[config.mk]
export PLATFORM = sky130hd
export DESIGN_NAME = x2_sad_min_reducer
export DESIGN_NICKNAME = d
export VERILOG_FILES = /design/src/rtl/sad_pkg.sv /design/src/rtl/sad_min4.sv /design/src/rtl/x2_sad_min_reducer.sv
export SDC_FILE = /design/constraint.sdc
export NUM_CORES = 1
export LEC_CHECK = 0
export CAP_MARGIN = 15
export CORE_MARGIN = 2
export CORE_UTILIZATION = 47
export DETAILED_ROUTE_END_ITERATION = 10
export PLACE_DENSITY = 0.85
export SKIP_CTS_REPAIR_TIMING = 1
export SKIP_LAST_GASP = 1
export SLEW_MARGIN = 20
export SYNTH_ARGS = -nofsm -noshare
export SYNTH_HDL_FRONTEND = slang
export SYNTH_SLANG_ARGS = --single-unit
[constraint.sdc]
create_clock -name Clk -period 5.9 [get_ports Clk]
set_input_delay 1.475 -clock Clk [delete_from_list [all_inputs] [get_ports Clk]]
set_output_delay 1.475 -clock Clk [all_outputs]
set_load 0.02 [all_outputs]
[src/rtl/sad_pkg.sv]
// Shared constants, lane slicing and pipeline records for the X2 SAD minimum reducer.
package sad_pkg;

  localparam int unsigned LANES   = 16;
  localparam int unsigned DW      = 32;
  localparam int unsigned IDXW    = 8;
  localparam int unsigned LANE_IW = 4;
  localparam int unsigned BEAT_W  = IDXW - LANE_IW;
  localparam int unsigned GROUPS  = LANES / 4;

  localparam logic [DW-1:0] SAD_MAX = '1;

  // Lane i of the SAD bus lives at bits [DW*i + DW-1 : DW*i].
  function automatic logic [DW-1:0] lane_slice(input logic [LANES*DW-1:0] bus,
                                               input int unsigned lane);
    return bus[lane*DW +: DW];
  endfunction

  typedef struct packed {
    logic [DW-1:0]      sad;
    logic [LANE_IW-1:0] lane;
  } grp_t;

  typedef struct packed {
    grp_t [GROUPS-1:0]  grp;
    logic [BEAT_W-1:0]  beat;
    logic               valid;
    logic               clear;
    logic               last;
    logic               ovf;
  } stage_a_t;

  typedef struct packed {
    grp_t               best;
    logic [BEAT_W-1:0]  beat;
    logic               valid;
    logic               clear;
    logic               last;
    logic               ovf;
  } stage_b_t;

endpackage

[src/rtl/sad_min4.sv]
// Combinational 4-input unsigned minimum; ties resolve to the lowest input position.
module sad_min4 #(
  parameter int unsigned DW = 32,
  parameter int unsigned IW = 4
) (
  input  logic [3:0][DW-1:0] i_val,
  input  logic [3:0][IW-1:0] i_idx,
  output logic [DW-1:0]      o_min_c,
  output logic [IW-1:0]      o_idx_c
);

  logic          w_sel01;
  logic          w_sel23;
  logic          w_selhi;
  logic [DW-1:0] w_m01;
  logic [DW-1:0] w_m23;
  logic [IW-1:0] w_i01;
  logic [IW-1:0] w_i23;

  // Strict less-than keeps the lower position on equal values.
  assign w_sel01 = i_val[1] < i_val[0];
  assign w_sel23 = i_val[3] < i_val[2];
  assign w_m01   = w_sel01 ? i_val[1] : i_val[0];
  assign w_i01   = w_sel01 ? i_idx[1] : i_idx[0];
  assign w_m23   = w_sel23 ? i_val[3] : i_val[2];
  assign w_i23   = w_sel23 ? i_idx[3] : i_idx[2];

  assign w_selhi = w_m23 < w_m01;
  assign o_min_c = w_selhi ? w_m23 : w_m01;
  assign o_idx_c = w_selhi ? w_i23 : w_i01;

endmodule

[src/rtl/x2_sad_min_reducer.sv]
// Reduces sixteen X2 SAD lanes per beat to a running frame minimum with index,
// through a 16->4 stage, a 4->1 stage and a merge/accumulate register.
module x2_sad_min_reducer #(
  parameter int unsigned LANES = sad_pkg::LANES,
  parameter int unsigned DW    = sad_pkg::DW,
  parameter int unsigned IDXW  = sad_pkg::IDXW
) (
  input  logic                  Clk,
  input  logic                  Reset,
  input  logic                  X2_minRegWrite,
  input  logic                  X2_minClear,
  input  logic                  X2_minLast,
  input  logic [LANES*DW-1:0]   X2_SubberBus,
  output logic [DW-1:0]         min_sad,
  output logic [IDXW-1:0]       min_index,
  output logic                  min_valid,
  output logic                  result_valid,
  output logic                  overflow,
  output logic                  busy
);

  localparam int unsigned GROUPS = LANES / 4;
  localparam int unsigned LIW    = sad_pkg::LANE_IW;
  localparam int unsigned BW     = IDXW - LIW;
  localparam int unsigned CNTW   = BW + 1;
  localparam logic [BW-1:0] BEAT_MAX = '1;

  logic [CNTW-1:0]       r_cnt;
  sad_pkg::stage_a_t     w_a;
  sad_pkg::stage_a_t     r_a;
  sad_pkg::stage_b_t     w_b;
  sad_pkg::stage_b_t     r_b;

  logic [GROUPS-1:0][DW-1:0]  w_gmin;
  logic [GROUPS-1:0][LIW-1:0] w_glane;
  logic [3:0][DW-1:0]         w_bval;
  logic [3:0][LIW-1:0]        w_bidx;
  logic [DW-1:0]              w_bmin;
  logic [LIW-1:0]             w_blane;
  logic [IDXW-1:0]            w_bindex;

  // Stage A tree: one 4-input min per group of four adjacent lanes.
  for (genvar g = 0; g < GROUPS; g++) begin : g_grp
    logic [3:0][DW-1:0]  w_val;
    logic [3:0][LIW-1:0] w_idx;
    for (genvar k = 0; k < 4; k++) begin : g_lane
      assign w_val[k] = sad_pkg::lane_slice(X2_SubberBus, 4*g + k);
      assign w_idx[k] = LIW'(4*g + k);
    end
    sad_min4 #(.DW(DW), .IW(LIW)) u_min4 (
      .i_val   (w_val),
      .i_idx   (w_idx),
      .o_min_c (w_gmin[g]),
      .o_idx_c (w_glane[g])
    );
  end

  // Beat number is fixed at the input so later clears cannot renumber in-flight beats.
  always_comb begin
    w_a       = '0;
    w_a.valid = X2_minRegWrite;
    w_a.clear = X2_minClear;
    w_a.last  = X2_minRegWrite & X2_minLast;
    w_a.ovf   = X2_minRegWrite & ~X2_minClear & r_cnt[BW];
    if (X2_minClear) begin
      w_a.beat = '0;
    end else if (r_cnt[BW]) begin
      w_a.beat = BEAT_MAX;
    end else begin
      w_a.beat = r_cnt[BW-1:0];
    end
    for (int g = 0; g < GROUPS; g++) begin
      w_a.grp[g].sad  = w_gmin[g];
      w_a.grp[g].lane = w_glane[g];
    end
  end

  always_ff @(posedge Clk) begin
    if (Reset) begin
      r_cnt <= '0;
    end else if (X2_minClear) begin
      r_cnt <= X2_minRegWrite ? CNTW'(1) : '0;
    end else if (X2_minRegWrite && !r_cnt[BW]) begin
      r_cnt <= r_cnt + CNTW'(1);
    end
  end

  always_comb begin
    w_bval = '0;
    w_bidx = '0;
    for (int g = 0; g < GROUPS; g++) begin
      w_bval[g] = r_a.grp[g].sad;
      w_bidx[g] = r_a.grp[g].lane;
    end
  end

  sad_min4 #(.DW(DW), .IW(LIW)) u_min4_b (
    .i_val   (w_bval),
    .i_idx   (w_bidx),
    .o_min_c (w_bmin),
    .o_idx_c (w_blane)
  );

  always_comb begin
    w_b           = '0;
    w_b.best.sad  = w_bmin;
    w_b.best.lane = w_blane;
    w_b.beat      = r_a.beat;
    w_b.valid     = r_a.valid;
    w_b.clear     = r_a.clear;
    w_b.last      = r_a.last;
    w_b.ovf       = r_a.ovf;
  end

  always_ff @(posedge Clk) begin
    if (Reset) begin
      r_a  <= '0;
      r_b  <= '0;
      busy <= 1'b0;
    end else begin
      r_a  <= w_a;
      r_b  <= w_b;
      busy <= w_a.valid | r_a.valid;
    end
  end

  assign w_bindex = IDXW'({r_b.beat, r_b.best.lane});

  // Merge: a clear restarts the frame from its own beat (or empties it).
  always_ff @(posedge Clk) begin
    if (Reset) begin
      min_sad      <= sad_pkg::SAD_MAX;
      min_index    <= '0;
      min_valid    <= 1'b0;
      result_valid <= 1'b0;
      overflow     <= 1'b0;
    end else begin
      result_valid <= r_b.valid & r_b.last;
      if (r_b.clear) begin
        overflow <= 1'b0;
        if (r_b.valid) begin
          min_sad   <= r_b.best.sad;
          min_index <= w_bindex;
          min_valid <= 1'b1;
        end else begin
          min_sad   <= sad_pkg::SAD_MAX;
          min_index <= '0;
          min_valid <= 1'b0;
        end
      end else if (r_b.valid) begin
        if (!min_valid || (r_b.best.sad < min_sad)) begin
          min_sad   <= r_b.best.sad;
          min_index <= w_bindex;
        end
        min_valid <= 1'b1;
        if (r_b.ovf) begin
          overflow <= 1'b1;
        end
      end
    end
  end

endmodule
==> impl_summary.md <==
Layout
The post-synthesis to final-layout area growth is 49.92%. The number of nets at the end of the flow is 4956. The fraction of layout instances using a drive strength above 1 is 21.23%. For this run, the share of the core covered by cells in the final layout is 70.98%. The commonest non-fill, non-tap cell in the layout is sky130_fd_sc_hd__clkdlybuf4s50_1. The top cell types in the final layout, fill and taps aside, are sky130_fd_sc_hd__clkdlybuf4s50_1 (559), sky130_fd_sc_hd__buf_4 (538), sky130_fd_sc_hd__ha_1 (497).

Clocking
The CTS tree is done. In this run the number of H-tree levels came out at 1. Counting the buffers created by CTS gives 25. Clock tree synthesis selected as its root buffer the cell sky130_fd_sc_hd__clkbuf_16. In this run the deepest clock path goes through 3 buffers. The CTS sink count is 238. Clock latency on the worst-skew pair, taken at its later pin, is 0.55 ns. After clock tree synthesis, the clock-pin slew on the worst setup and hold paths is 0.07 ns.

Detailed routing
Dividing the detail-routed wire length by the instance count gives 19.17 µm. The total routed wirelength is 88850 µm. The first TritonRoute pass finished after 5 iterations.

In the routed design, unresolved DRC markers number 0. Wire segments on met2 add up to 42100 µm in the final route. The post-route antenna net violation count is 0.

Detailed routing inserted a total of 26330 vias. For this block, wires on met1 add up to 37610 µm. The amount of wire on met3 after detailed routing is 5580 µm.

Routed signal wires occupy layers up through met4. The via count normalized by instance count is 5.682. The detailed router finished its first iteration with 1835 violations.

Floorplan
The floorplan step set the die width to 228.1 µm. The count of boundary I/O pins is 561. The total die area is 52040 µm². The core region is 49860 µm².

The floorplan has 82 rows. The die is 228.1 µm tall. For this configuration, the core starts out at a cell density of 47.35%.

Timing
Headroom to the max-slew limit came out at 45.30%. The total count of max-transition violations in the final report is 0. At the pin with the least slew margin, the transition time is 0.8119 ns. The final period utilization is 98.57%. The final hold violation count is 0.

For the final routed database, the setup TNS stands at 0 ns. Setup repair after global routing could not meet its margin everywhere. The clock skew is 0.02909 ns. The routed design could run at a clock period as short as 5.816 ns. For this run, the top clock speed supported by timing is 172.0 MHz. The final count of negative-setup-slack endpoints is 0.

Worst setup path
The worst setup path is captured at a flop. The critical path in this run is classified as in2reg. For this run, the slowest stage of the critical path takes 0.53 ns.

STA classifies the critical path startpoint as an input port. The worst path arrival time is 6.25 ns. Traced cell by cell, the critical path runs through clkdlybuf4s50_1 -> inv_1 -> ha_1 -> a21oi_2 -> o21ai_2 -> a41oi_1 -> nor4b_1 -> buf_4 -> o21ai_1 -> nand2_1 -> buf_6 -> mux2_2 -> ha_1 -> a21o_1 -> a21o_1 -> a21oi_2 -> o22ai_1 -> a2111oi_2 -> buf_4 -> o21ai_2 -> or2_4 -> buf_6 -> a211oi_2. On the critical path, the stage with the largest delay is an instance of sky130_fd_sc_hd__clkdlybuf4s50_1. The largest fanout on the critical path is 16. The data required time of the worst path is 6.34 ns. Counting cells, the worst reg-to-reg path comes to 19.

Synth
The number of storage elements in the synthesis netlist is 238. The number of nets produced by synthesis is 3937. The share of the yosys chip area belonging to registers is 20.18%. After synthesis, the share of flip-flops with an asynchronous set or reset is 0%. The synthesized netlist occupies a cell area of 23610 µm². The most used flip-flop cell after synthesis is sky130_fd_sc_hd__dfxtp_1. After synthesis, the netlist uses 65 different library cells.

In this run, synthesis inferred 0 flip-flops with an integrated enable. The synthesized instance count is 2923. Yosys printed 0 warnings.

The mean cell area of the mapped netlist is 8.077 µm².

Global route
The number of antenna violations at the first check in global routing was 1. The maximum number of pins on one net before global-route repair is 74. The via count of the first global-routing pass came to 25970.

The first global-routing pass estimated 135800 µm of wire. Summed over all layers, the global routing overflow is 0. The combined global-route utilization of all metal layers is 31.93%.

Power
IR analysis of the VDD net gives a maximum drop of 0.2808 mV. The reported leakage power is 17.17 nW. The power density over cell area is 266.2 nW/µm².

Placement
In this run the tool buffered the top-level ports with 560 buffer cells. The final weighted congestion in routability-driven placement is 1.055. The HPWL reported at the end of detailed placement is 73520 µm.

Run
Max-cap violations in this run came to 0.

Worst hold path
The path type of the worst min-delay path is reg2reg. The worst hold path depth is 2.

Status
The flow ran to the end, and the final reports show no timing, DRC or antenna violations.
## cells by family after synthesis
family                     Yosys count  synth area share (%)
DFF                                238                 20.18
buffers and inverters              510                 8.337
and+or+nand+nor                    561                 11.49
xor gates and xnor gates             2               0.07421
adders and majority gates          497                 26.34
muxes                              166                 7.552
AOI/OAI and AO/OA                  949                 26.02
## sequential cells by signal, indices dropped and copies added (netlist names)
register / flops
r_a: 145
min_index: 8
result_valid: 1
r_cnt: 5
min_sad: 32
overflow: 1
busy: 1
r_b: 44
min_valid: 1
## report_power, final
group | internal [W] | leakage [nW] | switching [W]
Combinational | 0.00258 | 14.8 | 0.00289
Sequential | 0.00193 | 1.97 | 0.000269
Clock | 0.00102 | 0.440 | 0.000720
## synthesized netlist by cell type (8+ instances only)
library cell                  n  area, µm²
sky130_fd_sc_hd__a21oi_1    302       1511
sky130_fd_sc_hd__nor2b_1     30      187.7
sky130_fd_sc_hd__o31ai_1     32      240.2
sky130_fd_sc_hd__nand3_1     21      105.1
sky130_fd_sc_hd__a211oi_1   147       1104
sky130_fd_sc_hd__o22ai_1     10      62.56
sky130_fd_sc_hd__inv_1      375       1408
sky130_fd_sc_hd__dfxtp_1    238       4765
sky130_fd_sc_hd__a2111oi_0   13      113.9
sky130_fd_sc_hd__clkbuf_1   102      382.9
sky130_fd_sc_hd__mux2i_1     69      690.7
sky130_fd_sc_hd__o22a_1      32      280.3
sky130_fd_sc_hd__buf_2       19      95.09
sky130_fd_sc_hd__or3_1       12      75.07
sky130_fd_sc_hd__nand4_1     68      425.4
sky130_fd_sc_hd__nor3_1      90      450.4
sky130_fd_sc_hd__o221ai_1     8      70.07
sky130_fd_sc_hd__nand2_1    121      454.2
sky130_fd_sc_hd__a211oi_2    29      362.9
sky130_fd_sc_hd__ha_1       497       6218
sky130_fd_sc_hd__buf_1       10      37.54
sky130_fd_sc_hd__a21o_1      97      728.2
sky130_fd_sc_hd__and4_1       9      78.83
sky130_fd_sc_hd__o21ai_0    194      970.9
sky130_fd_sc_hd__mux2_2      97       1092
sky130_fd_sc_hd__nand2b_1    10      62.56
sky130_fd_sc_hd__o211ai_1    16      120.1
sky130_fd_sc_hd__a221oi_1    16      140.1
sky130_fd_sc_hd__nor2_1     165      619.3
sky130_fd_sc_hd__o21a_1      13      97.59
## stage by stage
stage / hold WS, ns / instances / instance area, µm² / setup WS, ns / total power (W)
global placement: 0.4159 / 4577 / 33900 / -0.5406 / 0.007248
global route: 0.4508 / 4634 / 35390 / -0.2539 / 0.009998
CTS: 0.4369 / 4623 / 34820 / -0.1708 / 0.009190
finish: 0.4365 / 4634 / 35390 / 0.08448 / 0.009420
floorplan: 0.4138 / 2923 / 23610 / 0.02066 / 0.005271
detailed placement: 0.4233 / 4577 / 33900 / -0.7041 / 0.007406
## cell type report
cell class | count | area (µm²)
well taps | 672 | 840.8
repair buffers | 1126 | 10070
multi-input cells | 2176 | 17390
flip-flops and latches | 238 | 4765
diodes | 1 | 2.502
inverters | 375 | 1408
clock inverters | 20 | 287.8
fillers | 3635 | 14470
clock buffers | 26 | 629.4
## final timing paths
check | start | end | slack [ns]
worst max register to register | r_a[106] | r_b[12] | 0.43
worst min register to register | r_b[7] | min_index[7] | 0.44
worst max-delay path | X2_SubberBus[85] | r_a[21] | 0.08
worst min-delay path | r_b[7] | min_index[7] | 0.44
## metal layers
layer  up-vias  global-route usage, %
met1     12250                  40.82
li1      12770                      -
met5         -                      0
met4         0                  11.81
met3       227                  3.450
met2      1092                  55.33
## worst max-delay path: cells and delay by family
kind | cells | cell delay [ns]
compound gates | 11 | 1.82
buf+inv | 6 | 1.26
simple gates | 3 | 0.69
fa+ha+maj | 2 | 0.64
mux | 1 | 0.36
No activity file was read; power rests on OpenSTA's default activity.
